[src/rtl/fifo_wr_arbiter.sv]
// -----------------------------------------------------------------------------
// fifo_wr_arbiter
//
// Packet-level arbiter that lets N requesters share the single write port of
// an asynchronous FIFO (write-clock side). Each packet holds the grant from
// its first beat until the beat flagged in_last has been written. After a
// packet there is one idle cycle and the search pointer moves past the
// finished owner, which gives round-robin fairness between packets.
//
// Parameters
//   N        number of requesters (2..16)
//   W        data width, same as the FIFO data width
//   TIMEOUT  consecutive valid-low cycles before a stalled owner loses the
//            grant (2..255); only used when FIFO_WR_ARB_TIMEOUT_EN is defined
//
// Optional feature
//   FIFO_WR_ARB_TIMEOUT_EN  when defined, an 8-bit stall counter revokes the
//                           grant of an owner that keeps in_valid low for
//                           TIMEOUT consecutive cycles and pulses timeout.
//                           When undefined, timeout is tied low and only
//                           in_last releases the grant.
//
// Ports
//   clk           write-side clock (FIFO wr_clk)
//   rst_n         asynchronous active-low reset
//   in_valid[N]   per-requester beat valid
//   in_last[N]    per-requester last beat of packet (qualified by in_valid)
//   in_data[N*W]  requester i data in bits [i*W +: W]
//   in_ready[N]   per-requester beat accept (combinational)
//   fifo_wr_en    FIFO write enable (combinational, never high while full)
//   fifo_wr_data  FIFO write data (zero while idle)
//   fifo_wr_full  FIFO full flag
//   grant[N]      registered one-hot owner, all zero when idle
//   timeout       one-cycle pulse when a grant is revoked by the stall limit
// -----------------------------------------------------------------------------
module fifo_wr_arbiter #(
    parameter int N       = 4,
    parameter int W       = 8,
    parameter int TIMEOUT = 16
) (
    input  logic             clk,
    input  logic             rst_n,
    input  logic [N-1:0]     in_valid,
    input  logic [N-1:0]     in_last,
    input  logic [N*W-1:0]   in_data,
    output logic [N-1:0]     in_ready,
    output logic             fifo_wr_en,
    output logic [W-1:0]     fifo_wr_data,
    input  logic             fifo_wr_full,
    output logic [N-1:0]     grant,
    output logic             timeout
);

    localparam int IW = (N > 1) ? $clog2(N) : 1;
    localparam logic [7:0] TIMEOUT_LIMIT = 8'(TIMEOUT);

    typedef enum logic {
        IDLE = 1'b0,
        LOCK = 1'b1
    } state_t;

    state_t          state_reg, state_next;
    logic [N-1:0]    grant_reg, grant_next;
    logic [IW-1:0]   owner_reg, owner_next;
    logic [IW-1:0]   ptr_reg,   ptr_next;

    // Per-requester data lanes as an array so the owner mux is a plain index.
    logic [W-1:0]    data_arr [N];

    generate
        for (genvar gi = 0; gi < N; gi++) begin : g_unpack
            assign data_arr[gi] = in_data[gi*W +: W];
        end
    endgenerate

    // -------------------------------------------------------------------------
    // Round-robin pick: first valid index scanning ptr, ptr+1, ... mod N.
    // The wrap is done with a subtract instead of a modulo so it works for
    // any N, not only powers of two.
    // -------------------------------------------------------------------------
    logic            pick_found;
    logic [IW-1:0]   pick_idx;
    logic [N-1:0]    pick_onehot;
    logic [IW:0]     scan_sum;
    logic [IW-1:0]   scan_idx;

    always_comb begin
        pick_found = 1'b0;
        pick_idx   = '0;
        scan_sum   = '0;
        scan_idx   = '0;
        for (int k = 0; k < N; k++) begin
            scan_sum = {1'b0, ptr_reg} + (IW+1)'(k);
            if (scan_sum >= (IW+1)'(N)) begin
                scan_sum = scan_sum - (IW+1)'(N);
            end
            scan_idx = scan_sum[IW-1:0];
            if (!pick_found && in_valid[scan_idx]) begin
                pick_found = 1'b1;
                pick_idx   = scan_idx;
            end
        end
    end

    generate
        for (genvar gi = 0; gi < N; gi++) begin : g_onehot
            assign pick_onehot[gi] = (pick_idx == IW'(gi));
        end
    endgenerate

    // -------------------------------------------------------------------------
    // Owner-side view of the granted requester.
    // -------------------------------------------------------------------------
    logic            lock_active;
    logic            owner_valid;
    logic            owner_last;
    logic            beat;
    logic [IW-1:0]   ptr_after_owner;
    logic            expire;

    assign lock_active     = (state_reg == LOCK);
    assign owner_valid     = in_valid[owner_reg];
    assign owner_last      = in_last[owner_reg];
    assign beat            = lock_active & owner_valid & ~fifo_wr_full;
    assign ptr_after_owner = (owner_reg == IW'(N-1)) ? '0 : owner_reg + IW'(1);

    // -------------------------------------------------------------------------
    // Optional stall timeout. Only cycles where the owner has in_valid low are
    // counted; a full FIFO with valid high is back-pressure, not a stall.
    // -------------------------------------------------------------------------
`ifdef FIFO_WR_ARB_TIMEOUT_EN
    logic [7:0]      stall_cnt_reg, stall_cnt_next;
    logic            timeout_reg,   timeout_next;

    always_comb begin
        stall_cnt_next = '0;
        expire         = 1'b0;
        if (lock_active && !owner_valid) begin
            if (stall_cnt_reg + 8'd1 == TIMEOUT_LIMIT) begin
                expire = 1'b1;
            end else begin
                stall_cnt_next = stall_cnt_reg + 8'd1;
            end
        end
        timeout_next = expire;
    end

    always_ff @(posedge clk or negedge rst_n) begin
        if (!rst_n) begin
            stall_cnt_reg <= '0;
            timeout_reg   <= 1'b0;
        end else begin
            stall_cnt_reg <= stall_cnt_next;
            timeout_reg   <= timeout_next;
        end
    end

    assign timeout = timeout_reg;
`else
    logic            unused_timeout_cfg;

    assign unused_timeout_cfg = ^TIMEOUT_LIMIT;
    assign expire             = 1'b0;
    assign timeout            = 1'b0;
`endif

    // -------------------------------------------------------------------------
    // FSM: next state / grant / pointer
    // -------------------------------------------------------------------------
    always_comb begin
        state_next = state_reg;
        grant_next = grant_reg;
        owner_next = owner_reg;
        ptr_next   = ptr_reg;
        case (state_reg)
            IDLE: begin
                if (pick_found) begin
                    state_next = LOCK;
                    grant_next = pick_onehot;
                    owner_next = pick_idx;
                end
            end
            LOCK: begin
                // Leaving LOCK always advances the pointer past the owner,
                // whether the packet ended normally or was timed out.
                if ((beat && owner_last) || expire) begin
                    state_next = IDLE;
                    grant_next = '0;
                    ptr_next   = ptr_after_owner;
                end
            end
            default: begin
                state_next = IDLE;
                grant_next = '0;
            end
        endcase
    end

    always_ff @(posedge clk or negedge rst_n) begin
        if (!rst_n) begin
            state_reg <= IDLE;
            grant_reg <= '0;
            owner_reg <= '0;
            ptr_reg   <= '0;
        end else begin
            state_reg <= state_next;
            grant_reg <= grant_next;
            owner_reg <= owner_next;
            ptr_reg   <= ptr_next;
        end
    end

    // -------------------------------------------------------------------------
    // Outputs. All derive from the registered state, so reset assertion clears
    // them in the same cycle without waiting for a clock edge.
    // -------------------------------------------------------------------------
    assign in_ready     = (lock_active && !fifo_wr_full) ? grant_reg : '0;
    assign fifo_wr_en   = beat;
    assign fifo_wr_data = lock_active ? data_arr[owner_reg] : '0;
    assign grant        = grant_reg;

endmodule

[config.mk]
export PLATFORM = sky130hd
export DESIGN_NAME = fifo_wr_arbiter
export DESIGN_NICKNAME = d
export VERILOG_FILES = /design/src/rtl/fifo_wr_arbiter.sv
export SDC_FILE = /design/constraint.sdc
export NUM_CORES = 1
export LEC_CHECK = 0
export BUFFER_PORTS_ARGS = -buffer_cell sky130_fd_sc_hd__buf_4
export CORE_ASPECT_RATIO = 1.5
export CORE_MARGIN = 4
export CORE_UTILIZATION = 30
export CTS_CLUSTER_DIAMETER = 40
export DETAILED_ROUTE_END_ITERATION = 10
export HOLD_SLACK_MARGIN = 0.15
export MAX_ROUTING_LAYER = met4
export SLEW_MARGIN = 20
export SYNTH_ARGS = -nofsm -noshare
export SYNTH_HDL_FRONTEND = slang
export SYNTH_SLANG_ARGS = --single-unit
[constraint.sdc]
create_clock -name clk -period 1.8 [get_ports clk]
set_input_delay 0.09 -clock clk [delete_from_list [all_inputs] [get_ports clk]]
set_output_delay 0.09 -clock clk [all_outputs]
set_load 0.005 [all_outputs]
Word-level counts from Yosys, hierarchy flattened
Cells that the tools add are included.
- $add $sub $neg: 8
- multiply operators: 0
- equality and inequality tests: 6
- div/mod/pow operators: 0
- $lt $le $gt $ge: 10
- multiplexer cells: 36
- shifts and indexed selects: 0
- bitwise operators: 5
- reductions and logical operators: 13
- operators by type and width (kind ; number):
    $mux 8 ; 3
    $mux 2 ; 9
    $bmux 8 s2 ; 1
    $lt 2x3->1 const B ; 5
    $bmux 1 s2 ; 6
    $ge 3x3->1 const B ; 4
    $mux 1 ; 12
    $mux 4 ; 3
    $pmux 4 s2 ; 1
    $sub 2x1->2 const B ; 4
    $add 2x2->3 const B ; 2
    $eq 2x2->1 const B ; 3
    $reduce_and 2->1 ; 3
    $logic_and 1x1->1 ; 5
    $logic_not 1->1 ; 4
    $add 2x1->3 const B ; 1
    $ge 2x3->1 const B ; 1
    $not 2->3 ; 1
    $add 2x1->2 const B ; 1
    $and 1x1->1 ; 2
    $eq 2x1->1 const B ; 1
    $logic_not 2->1 ; 1
    $ne 2x1->1 const B ; 1
    $ne 2x2->1 const B ; 1
    other kinds (2) ; 3
- memory bits (read-only): 0
- bits in writable memories: 0
- input bits: 43
- output and inout bits: 18
- word-level logic and storage cells: 82
- register bits after elaboration: 9
- bits in latches: 0
- memories kept: 0

Longest topological paths before layout
Gate-level depths: netlist of the first run.
- depth in word-level cells: 17
- depth in mapped cells: 5
- mapped depth without buffers: 4

Worst setup path before layout of the first run
No wires, ideal clock.
- kind: register -> register
- from: register owner_reg[1]
- to: register ptr_reg[0]
- buffers on the path: 1
- required time: 1675 ps
- library setup time: 125 ps
- arrival time: 1366 ps
- stages on the path, launching flop included: 5
- period minus slack after synthesis: 1492 ps
- setup slack: 308 ps
- cells stage by stage: dfrtp_1 > buf_2 > mux4_2 > nand2_4 > mux2_4
- word-level cells in the longest chain between the ends: 6
- elaborated cells between the ends (all ways): 10
- classes of those cells: eq/ne (1); mux (5); bitwise (2); reduce/logical (2)
- RTL lines (element ; RTL line ; source):
    start, declared ; 64 ; logic [IW-1:0] owner_reg, owner_next;
    start signal, assigned ; 208 ; owner_reg <= owner_next;
    $bmux 1 s2 ; 122 ; assign owner_valid = in_valid[owner_reg];
    $mux 1 (implied by the code) ; 122 ;
    $and 1x1->1 (2 in a row) ; 124 ; assign beat = lock_active & owner_valid & ~fifo_wr_full;
    $logic_and 1x1->1 ; 186 ; if ((beat && owner_last) || expire) begin
    $reduce_and 2->1 (no line) ; -- ;
    end signal, assigned ; 209 ; ptr_reg <= ptr_next;
    end, declared ; 65 ; logic [IW-1:0] ptr_reg, ptr_next;
Parallel ways exist; a longest one is shown, timed or not. The select of a mux whose other input is x is not followed.
A chain may end at the register's enable or synchronous reset.

Worst setup path in the final report of the first run
- from: register owner_reg[0]
- to: output port fifo_wr_data[0]
- word-level cells in the longest chain between the ends: 5
- RTL lines (element ; RTL line ; source):
    $not 2->3 (implied by the code) ; 219 ; assign fifo_wr_data = lock_active ? data_arr[owner_reg] : '0;
    $bmux 8 s2 ; 219 ;
    $mux 8 (implied by the code) (2 in a row) ; 219 ;
    $mux 8 ; 219 ;
    end, declared ; 48 ; output logic [W-1:0] fifo_wr_data,
No other way between the ends. The select of a mux whose other input is x is not followed.

==> results.json, run 1 <==
{
  "first_iter_violations": 10,
  "critPathCaptureType": "output port",
  "io_pins": 61,
  "fmax_ghz": 0.601,
  "synthArstFlopShare_pct": 100,
  "mostFrequentLayoutCells": "buf_4, and2_1, mux4_2, dfrtp_1, nor2_1",
  "instances_no_fill": 175,
  "antenna_cells": 0,
  "required_ns": 1.71,
  "fillers": 261,
  "powerDensity_nw_per_um2": 1210,
  "grtUsageTotal_pct": 15.7,
  "cts-root-buf": "clkbuf_8",
  "status": "complete, no violations",
  "fin_ws_ns": 0.136,
  "coreArea_sq_um": 2680,
  "min_period_over_period_pct": 92.4,
  "min_period_ns": 1.66,
  "fp.dieW_um": 51.1,
  "worst_clock_skew_ns": 0.00194,
  "setup_viol": 0,
  "gp_congestion": 0.723,
  "layout.nets": 183,
  "place_ws_ns": 0.271,
  "critPathMaxFanout": 9,
  "slew_violations": 0,
  "rows": 23,
  "route.met3.wl_um": 279,
  "clock_sinks": 9,
  "seq_area_sq_um": 226,
  "cts_buffers": 3,
  "grt_max_degree": 10,
  "cp_num_cells": 4,
  "finish.utilization_pct": 51.8,
  "synth_top_cell_by_area": "dfrtp_1",
  "syn_to_final_growth_pct": 65.8,
  "post_cts_buffers": 0,
  "path_delay_family": "multiplexers",
  "synthFlopType": "dfrtp_1",
  "synth_area_per_cell_sq_um": 11.2,
  "synthTopCellsByArea": "dfrtp_1, mux4_2, and2_1",
  "endpoint": "fifo_wr_data[0]",
  "die-area_sq_um": 3720,
  "routed_via_density": 4.93,
  "drcViolationCount": 0,
  "worst_skew_pair.late_latency_ns": 0.23,
  "yosysTopAreaCellShare_pct": 26.9,
  "synthCells": 75,
  "crit_slowest_cell": "mux4_2",
  "dr.max_layer_used": "met4",
  "htree_levels": 1,
  "grt_setup_unrepaired": "false",
  "dp_cells": 170,
  "clk_pin_slew_worst_paths_ns": 0.05,
  "largest_reg_flops": 4,
  "cts_tree": "built",
  "layout_commonest_cell": "buf_4",
  "r2r_slack_ns": 0.26,
  "critPathLaunchType": "flip-flop",
  "die_h_um": 72.7,
  "reg2reg_depth": 4,
  "cp.buffers_inverters": 2,
  "synth_edf_count": 0,
  "rr_endpoint": "ptr_reg[1]",
  "drt-wirelength-per-cell_um": 15.5,
  "crit_start": "owner_reg[0]",
  "grt_pass1_vias": 928,
  "grt_pass1_wl_um": 4280,
  "wl_met2_um": 1420,
  "crit_path_cell_trace": "buf_6 -> mux4_2 -> and2_1 -> buf_4",
  "p_leak_nw": 0.666,
  "final.setup.tns_ns": 0,
  "start_util_pct": 31.3,
  "antenna_left": 0,
  "hold_viol_final": 0,
  "grt_antenna_before_repair": 0,
  "critPathArrivalTime_ns": 1.57,
  "hpwl_um": 2240,
  "min_path_type": "input port to asynchronous set/reset pin",
  "clockBufferDepth": 2,
  "numPortBuffers": 59,
  "drt-met1-wl_um": 953,
  "synth_area_sq_um": 837,
  "drv_cap": 0,
  "ys_seq_elements": 9,
  "num_vias": 863,
  "seq_area_frac_synth_pct": 26.9,
  "synth_nets": 119,
  "vdd_ir_drop_max_uv": 729,
  "routed_wl_um": 2720,
  "dr.pass1.iters": 2,
  "max_stage_delay_ns": 0.49,
  "r2r_start": "owner_reg[0]",
  "grt-ovfl-total": 0,
  "ys_types": 32,
  "drive_gt1_share_pct": 59.4,
  "criticalPathCategory": "flip-flop to output port",
  "multiInputGateArea_sq_um": 576,
  "yosysWarnings": 0
}
[where the power goes]
group          total [mW]  leakage (nW)  internal (mW)  switching, mW
Sequential          0.375         0.111          0.285         0.0896
Combinational        1.07         0.532          0.673          0.398
Clock               0.236        0.0228          0.154         0.0816
Total                1.68         0.666           1.11          0.569
[stage by stage]
step | hold WS, ns | area (sq um) | total power [mW]
finish | 0.217 | 1390 | 1.68
detailed placement | -0.0779 | 1330 | 1.45
global placement | -0.0791 | 1330 | 1.43
global route | 0.238 | 1390 | 1.82
floorplan | -0.206 | 837 | 1.01
CTS | 0.220 | 1380 | 1.70
[synth_stat cells, types with 2 or more instances]
| cell | number |
|---|---|
| and2_1 | 14 |
| dfrtp_1 | 9 |
| mux4_2 | 9 |
| nor2_1 | 4 |
| mux2i_1 | 3 |
| a21oi_1 | 2 |
| a32o_1 | 2 |
| buf_2 | 2 |
| buf_4 | 2 |
| inv_1 | 2 |
| mux2_4 | 2 |
| nand2_1 | 2 |
| nand2b_1 | 2 |
| o2bb2ai_1 | 2 |
[cell families after synthesis]
kind of cell / count (synthesis) / share of synthesized area [%]
other: 1 / 0.448
adders and majority gates: 1 / 1.49
and+or+nand+nor: 31 / 23.0
muxes: 14 / 31.4
AOI/OAI and AO/OA: 12 / 12.4
buffers and inverters: 7 / 4.33
DFF: 9 / 26.9
[worst min-delay path by stage]
stage / start / to / slack (ns) / cells past startpoint
after floorplan: rst_n / grant[0] / -0.21 / 0
after global placement: rst_n / grant[3] / -0.08 / 1
after detailed placement: rst_n / grant[0] / -0.08 / 1
after CTS: rst_n / grant[0] / 0.22 / 2
after global routing: rst_n / grant[1] / 0.24 / 2
final: rst_n / grant[0] / 0.22 / 2
[routing by layer]
metal | track usage, % | vias to the layer above
li1 | - | 404
met1 | 16.1 | 400
met2 | 28.0 | 53
met3 | 3.07 | 6
met4 | 7.49 | 0
met5 | - | -
[cell type report]
| cell class | count | area share (%) |
|---|---|---|
| timing repair buffer | 64 | 35.1 |
| sequential | 9 | 16.3 |
| tap | 37 | 3.34 |
| clock buffer | 4 | 3.25 |
| multi-input combinational | 59 | 41.5 |
| inverter | 2 | 0.541 |
[what timing repair did]
action,in CTS,in global routing
hold buffers,1,0
resized for setup,0,2
hold endpoints to repair,9,0
endpoints found under the setup margin,0,5
(Power assumes the default switching activity.)
==> run 2: changes to the inputs <==
==> constraint.sdc (replaced) <==
create_clock -name clk -period 2 [get_ports clk]
set_input_delay 0.1 -clock clk [delete_from_list [all_inputs] [get_ports clk]]
set_output_delay 0.1 -clock clk [all_outputs]
set_load 0.005 [all_outputs]
==> run 2 against run 1 <==
Against the previous run: largest power group unchanged; count of clock-buffer cells in the layout did not move; flip-flop and latch count did not move; hold slack improved by 0.0039 ns; global-route usage rose by 0.11 points; setup slack improved by 0.055 ns; combinational power fell by 13%; cell count fell by 0.57%; critical path depth did not move; sequential share of layout area rose by 0.058 points; non-clock buffer count fell by 1; cell area fell by 0.90%.
==> results.json, run 2 (same netlist as run 1, synthesis figures left out) <==
{
  "cts-root-buf": "clkbuf_8",
  "min_path_type": "input port to asynchronous set/reset pin",
  "dr.pass1.iters": 4,
  "first_iter_violations": 12,
  "p_leak_nw": 0.662,
  "grt-ovfl-total": 0,
  "dp_cells": 169,
  "seq_power_share_pct": 24.2,
  "layout_commonest_cell": "buf_4",
  "critPathMaxFanout": 8,
  "clk_pin_slew_worst_paths_ns": 0.04,
  "layout.nets": 182,
  "grt_setup_unrepaired": "false",
  "pwr-share-clk_pct": 14.0,
  "hold_viol_final": 0,
  "routed_via_density": 4.94,
  "setup_viol": 0,
  "worst_clock_skew_ns": 0.00128,
  "criticalPathCategory": "flip-flop to output port",
  "drive_gt1_share_pct": 58.4,
  "max_stage_delay_ns": 0.50,
  "hpwl_um": 2330,
  "fmax_ghz": 0.553,
  "switching_share_pct": 34.3,
  "grt_max_degree": 13,
  "critPathLaunchType": "flip-flop",
  "grt_pass1_vias": 879,
  "antenna_left": 0,
  "worst_skew_pair.late_latency_ns": 0.23,
  "status": "complete, no violations",
  "grt_antenna_before_repair": 0,
  "fin_ws_ns": 0.192,
  "htree_levels": 1,
  "die-area_sq_um": 3720,
  "grtUsageTotal_pct": 15.8,
  "antenna_cells": 0,
  "largest_reg_flops": 4,
  "rows": 23,
  "cp_common_cell": "buf_4",
  "switchingPower_uw": 515,
  "p_int_uw": 988,
  "mostFrequentLayoutCells": "buf_4, and2_1, mux4_2, dfrtp_1, nor2_1",
  "gp_congestion": 0.763,
  "powerDensity_nw_per_um2": 1090,
  "syn_to_final_growth_pct": 64.3,
  "final.setup.tns_ns": 0,
  "slew_violations": 0,
  "die_h_um": 72.7,
  "io_pins": 61,
  "grt_pass1_wl_um": 4260,
  "start_util_pct": 31.3,
  "critPathArrivalTime_ns": 1.71,
  "coreArea_sq_um": 2680,
  "numPortBuffers": 59,
  "min_period_over_period_pct": 90.4,
  "crit_path_cell_trace": "buf_4 -> mux4_2 -> and2_1 -> buf_4",
  "clockBufferDepth": 2,
  "routed_wl_um": 2740,
  "instances_no_fill": 174,
  "required_ns": 1.90,
  "clock_sinks": 9,
  "drcViolationCount": 0,
  "power_frac_comb_pct": 61.8,
  "reg2reg_depth": 4,
  "fp.dieW_um": 51.1,
  "drt-wirelength-per-cell_um": 15.8,
  "drv_cap": 0,
  "place_ws_ns": 0.335,
  "cts_buffers": 3,
  "critPathCaptureType": "output port",
  "num_vias": 859,
  "crit_slowest_cell": "mux4_2",
  "power_mw": 1.50,
  "min_period_ns": 1.81,
  "vdd_ir_drop_max_uv": 534,
  "cts_tree": "built"
}
-- run 2: changes by cell type in the layout (fill, tap and decap cells not counted), sizes merged --
cell and change:
buf -1
-- run 2: through the flow --
step / hold WS [ns] / area, sq um / util, %
floorplan: -0.196 / 837 / -
global placement: -0.0695 / 1320 / 49.3
detailed placement: -0.0676 / 1320 / 49.3
CTS: 0.226 / 1380 / 51.4
global route: 0.238 / 1380 / 51.4
finish: 0.221 / 1380 / 51.4
-- run 2: final timing paths --
check                        startpoint               to  slack (ns)
max in group asynchronous         rst_n      lock_active        1.64
min reg2reg                    grant[3]         grant[3]        0.56
min                               rst_n         grant[0]        0.22
min in group clk            in_valid[1]      lock_active        0.27
max                        owner_reg[0]  fifo_wr_data[5]        0.19
max reg2reg                 lock_active       ptr_reg[0]        0.36
-- run 2: worst max-delay path: cells and delay by family (launching register included) --
| family | cells | cell delay, ns |
|---|---|---|
| multiplexers | 1 | 0.50 |
| AND/OR/NAND/NOR | 1 | 0.17 |
| buffers and inverters | 2 | 0.34 |
| flip-flops | 1 | 0.48 |
-- run 2: power by group through the flow --
stage	Sequential, mW	Combinational, mW	Clock, mW
after floorplan	0.316	0.593	0
after detailed placement	0.368	0.940	0
after global placement	0.361	0.924	0
final	0.364	0.929	0.210
after global routing	0.386	1.02	0.225
after CTS	0.366	0.945	0.211
-- run 2: metal layers --
layer  part of all wire [%]  track usage (%)
met1                     35             16.6
met2                     53             28.7
met3                    9.9             3.27
met4                    1.6             5.39
met5                      0                -
-- run 2: cell type report --
class                      instances  area [sq um]
multi-input combinational         59           576
timing repair buffer              63           475
clock buffer                       4          45.0
inverter                           2          7.51
sequential                         9           225
tap                               37          46.3
fill                             272          1300
-- run 2: repair_timing --
action | in CTS | in global routing
hold endpoints to repair | 9 | 0
hold buffers | 1 | 0
gates resized for setup | 0 | 0
buffers inserted | 0 | 0
==> run 3: changes to the inputs <==
--- a/config.mk
+++ b/config.mk
@@ -5,6 +5,7 @@
 export SDC_FILE = /design/constraint.sdc
 export NUM_CORES = 1
 export LEC_CHECK = 0
+export ABC_AREA = 1
 export BUFFER_PORTS_ARGS = -buffer_cell sky130_fd_sc_hd__buf_4
 export CORE_ASPECT_RATIO = 1.5
 export CORE_MARGIN = 4
==> run 3 against run 2 <==
Against the previous run: non-clock buffer count unchanged; critical path type is now flip-flop to flip-flop; global-route usage decreased by 1.1 points; count of clock-buffer cells in the layout unchanged; hold slack improved by 0.018 ns; via count increased by 54%; critical endpoint is now grant[2]; utilization decreased by 6.3 points; clock power about the same; combinational power increased by 94%.
==> results.json, run 3 <==
{
  "layout.nets": 289,
  "hold_buffers": 1,
  "antenna_cells": 0,
  "seq_power_share_pct": 16.5,
  "synth_mux_area_share_pct": 0,
  "gp_congestion": 0.765,
  "grtUsageTotal_pct": 14.7,
  "grt_max_degree": 21,
  "drt-wirelength-per-cell_um": 11.3,
  "synthTopCellsByArea": "dfrtp_1, nor2_1, nand2_1",
  "synth_edf_count": 0,
  "slew_violations": 0,
  "synthCells": 186,
  "synthFlopType": "dfrtp_1",
  "seq_area_frac_synth_pct": 19.4,
  "synthArstFlopShare_pct": 100,
  "grt_setup_unrepaired": "false",
  "io_pins": 61,
  "switchingPower_mw": 1.24,
  "num_vias": 1326,
  "critPathCaptureType": "flip-flop",
  "setup_viol": 0,
  "critPathLaunchType": "flip-flop",
  "place_ws_ns": 0.233,
  "clockBufferDepth": 2,
  "powerDensity_nw_per_um2": 1440,
  "clock_sinks": 9,
  "die_h_um": 84.3,
  "crit_path_cell_trace": "inv_2 -> nand2_1 -> nand2_2 -> nand2_2 -> nand2_4 -> nor2_8 -> nand3_1 -> nand2_1 -> nand2_2 -> nand3_1 -> nand2_1",
  "syn_to_final_growth_pct": 43.9,
  "largest_reg_flops": 4,
  "synth-simple-area-share_pct": 49.0,
  "critPathMaxFanout": 13,
  "final.setup.tns_ns": 0,
  "instances_no_fill": 287,
  "min_period_ns": 1.77,
  "power_mw": 2.40,
  "ys_types": 30,
  "drv_cap": 0,
  "ctsResizeCount": 0,
  "first_iter_violations": 14,
  "fp.dieW_um": 58.9,
  "min_path_type": "input port to asynchronous set/reset pin",
  "synth_xor_area_share_pct": 0,
  "htree_levels": 1,
  "hold_viol_final": 0,
  "p_int_mw": 1.17,
  "synth_area_per_cell_sq_um": 6.26,
  "synth_commonest_cells": "nor2_1, nand2_1, o21ai_0",
  "cts-root-buf": "clkbuf_8",
  "fin_ws_ns": 0.225,
  "synth_nets": 230,
  "grt-ovfl-total": 0,
  "min_period_over_period_pct": 88.7,
  "pwr-share-clk_pct": 8.6,
  "path_delay_family": "simple AND/OR/NAND/NOR gates",
  "rows": 27,
  "grt_pass1_wl_um": 5710,
  "yosysTopAreaCellShare_pct": 19.4,
  "criticalPathCategory": "flip-flop to flip-flop",
  "cp.buffers_inverters": 1,
  "start_util_pct": 31.3,
  "worst_clock_skew_ns": 0.000516,
  "worst_skew_pair.late_latency_ns": 0.23,
  "layout_commonest_cell": "buf_4",
  "switching_share_pct": 51.5,
  "synth_compound_area_share_pct": 18.6,
  "grt_antenna_before_repair": 0,
  "cts_buffers": 3,
  "numPortBuffers": 59,
  "status": "complete, no violations",
  "mostFrequentLayoutCells": "buf_4, nor2_1, nand2_1, o21ai_0, nand2_2",
  "required_ns": 2.12,
  "drive_gt1_share_pct": 42.2,
  "critPathArrivalTime_ns": 1.89,
  "routed_via_density": 4.62,
  "max_stage_delay_ns": 0.63,
  "post_cts_buffers": 0,
  "power_frac_comb_pct": 74.9,
  "p_leak_nw": 0.893,
  "crit_slowest_cell": "dfrtp_1",
  "synth_top_cell_by_area": "dfrtp_1",
  "grt_pass1_vias": 1315,
  "ys_seq_elements": 9,
  "fmax_ghz": 0.564,
  "synth_fa_ha_area_share_pct": 1.08,
  "reg2reg_depth": 11,
  "dr.pass1.iters": 4,
  "routed_wl_um": 3250,
  "yosysMostFrequentCell": "nor2_1",
  "synth_area_sq_um": 1160,
  "coreArea_sq_um": 3720,
  "hpwl_um": 2750,
  "vdd_ir_drop_max_uv": 851,
  "cts_tree": "built",
  "yosysWarnings": 0,
  "drcViolationCount": 0,
  "die-area_sq_um": 4960,
  "clk_pin_slew_worst_paths_ns": 0.04,
  "antenna_left": 0,
  "cp_num_cells": 11,
  "synth_top_family_by_area": "simple AND/OR/NAND/NOR gates",
  "dp_cells": 282
}
-- run 3: cell count changes after synthesis, moves of 5 or more --
cell,delta
inv_2,+7
mux4_2,-9
inv_1,+10
a21oi_1,+12
nor2_1,+34
and2_1,-13
nand2_1,+26
o21ai_0,+16
nand2_2,+15
nand3_2,+5
nand3_1,+11
-- run 3: final timing paths --
check | slack (ns) | endpoint | startpoint
max | 0.23 | grant[2] | ptr_reg[0]
min | 0.24 | grant[2] | rst_n
max reg2reg | 0.23 | grant[2] | ptr_reg[0]
min reg2reg | 0.47 | lock_active | lock_active
max in group asynchronous | 1.62 | grant[3] | rst_n
min in group clk | 0.37 | ptr_reg[0] | in_last[1]
-- run 3: worst register-to-register path, delay by kind of cell (launching register included) --
family | cells | cell delay (ns)
flops | 1 | 0.63
simple gates | 10 | 0.88
buf+inv | 1 | 0.16
-- run 3: kinds of logic after synthesis --
kind of cell / count (synthesis)
simple gates: 109
flops: 9
fa+ha+maj: 1
other cells: 1
buf+inv: 28
compound gates: 38
-- run 3: final cells by class --
cell class                 instances  area [sq um]
clock buffer                       4          45.0
tap                               43          53.8
timing repair buffer              63           475
inverter                          19          71.3
multi-input combinational        149           803
fill                             423          2040
sequential                         9           225
-- run 3: power groups by stage --
stage	Combinational, mW	Sequential, mW	Clock, mW
finish	1.80	0.396	0.207
global route	2.05	0.413	0.223
CTS	1.83	0.398	0.213
detailed placement	1.82	0.400	0
global placement	1.83	0.400	0
floorplan	1.39	0.334	0
-- run 3: metrics by stage --
step	hold slack [ns]	area, sq um	util (%)
global placement	-0.0694	1620	43.6
detailed placement	-0.0689	1620	43.6
global route	0.267	1670	45.1
finish	0.239	1670	45.1
CTS	0.233	1670	45.1
floorplan	-0.196	1160	-
-- run 3: routing by layer --
| layer | vias up | global-route usage, % | part of all wire (%) |
|---|---|---|---|
| met4 | 0 | 3.71 | 0.99 |
| li1 | 714 | - | - |
| met2 | 47 | 26.5 | 54 |
| met5 | - | - | 0 |
| met3 | 4 | 2.31 | 5.3 |
| met1 | 561 | 16.3 | 40 |
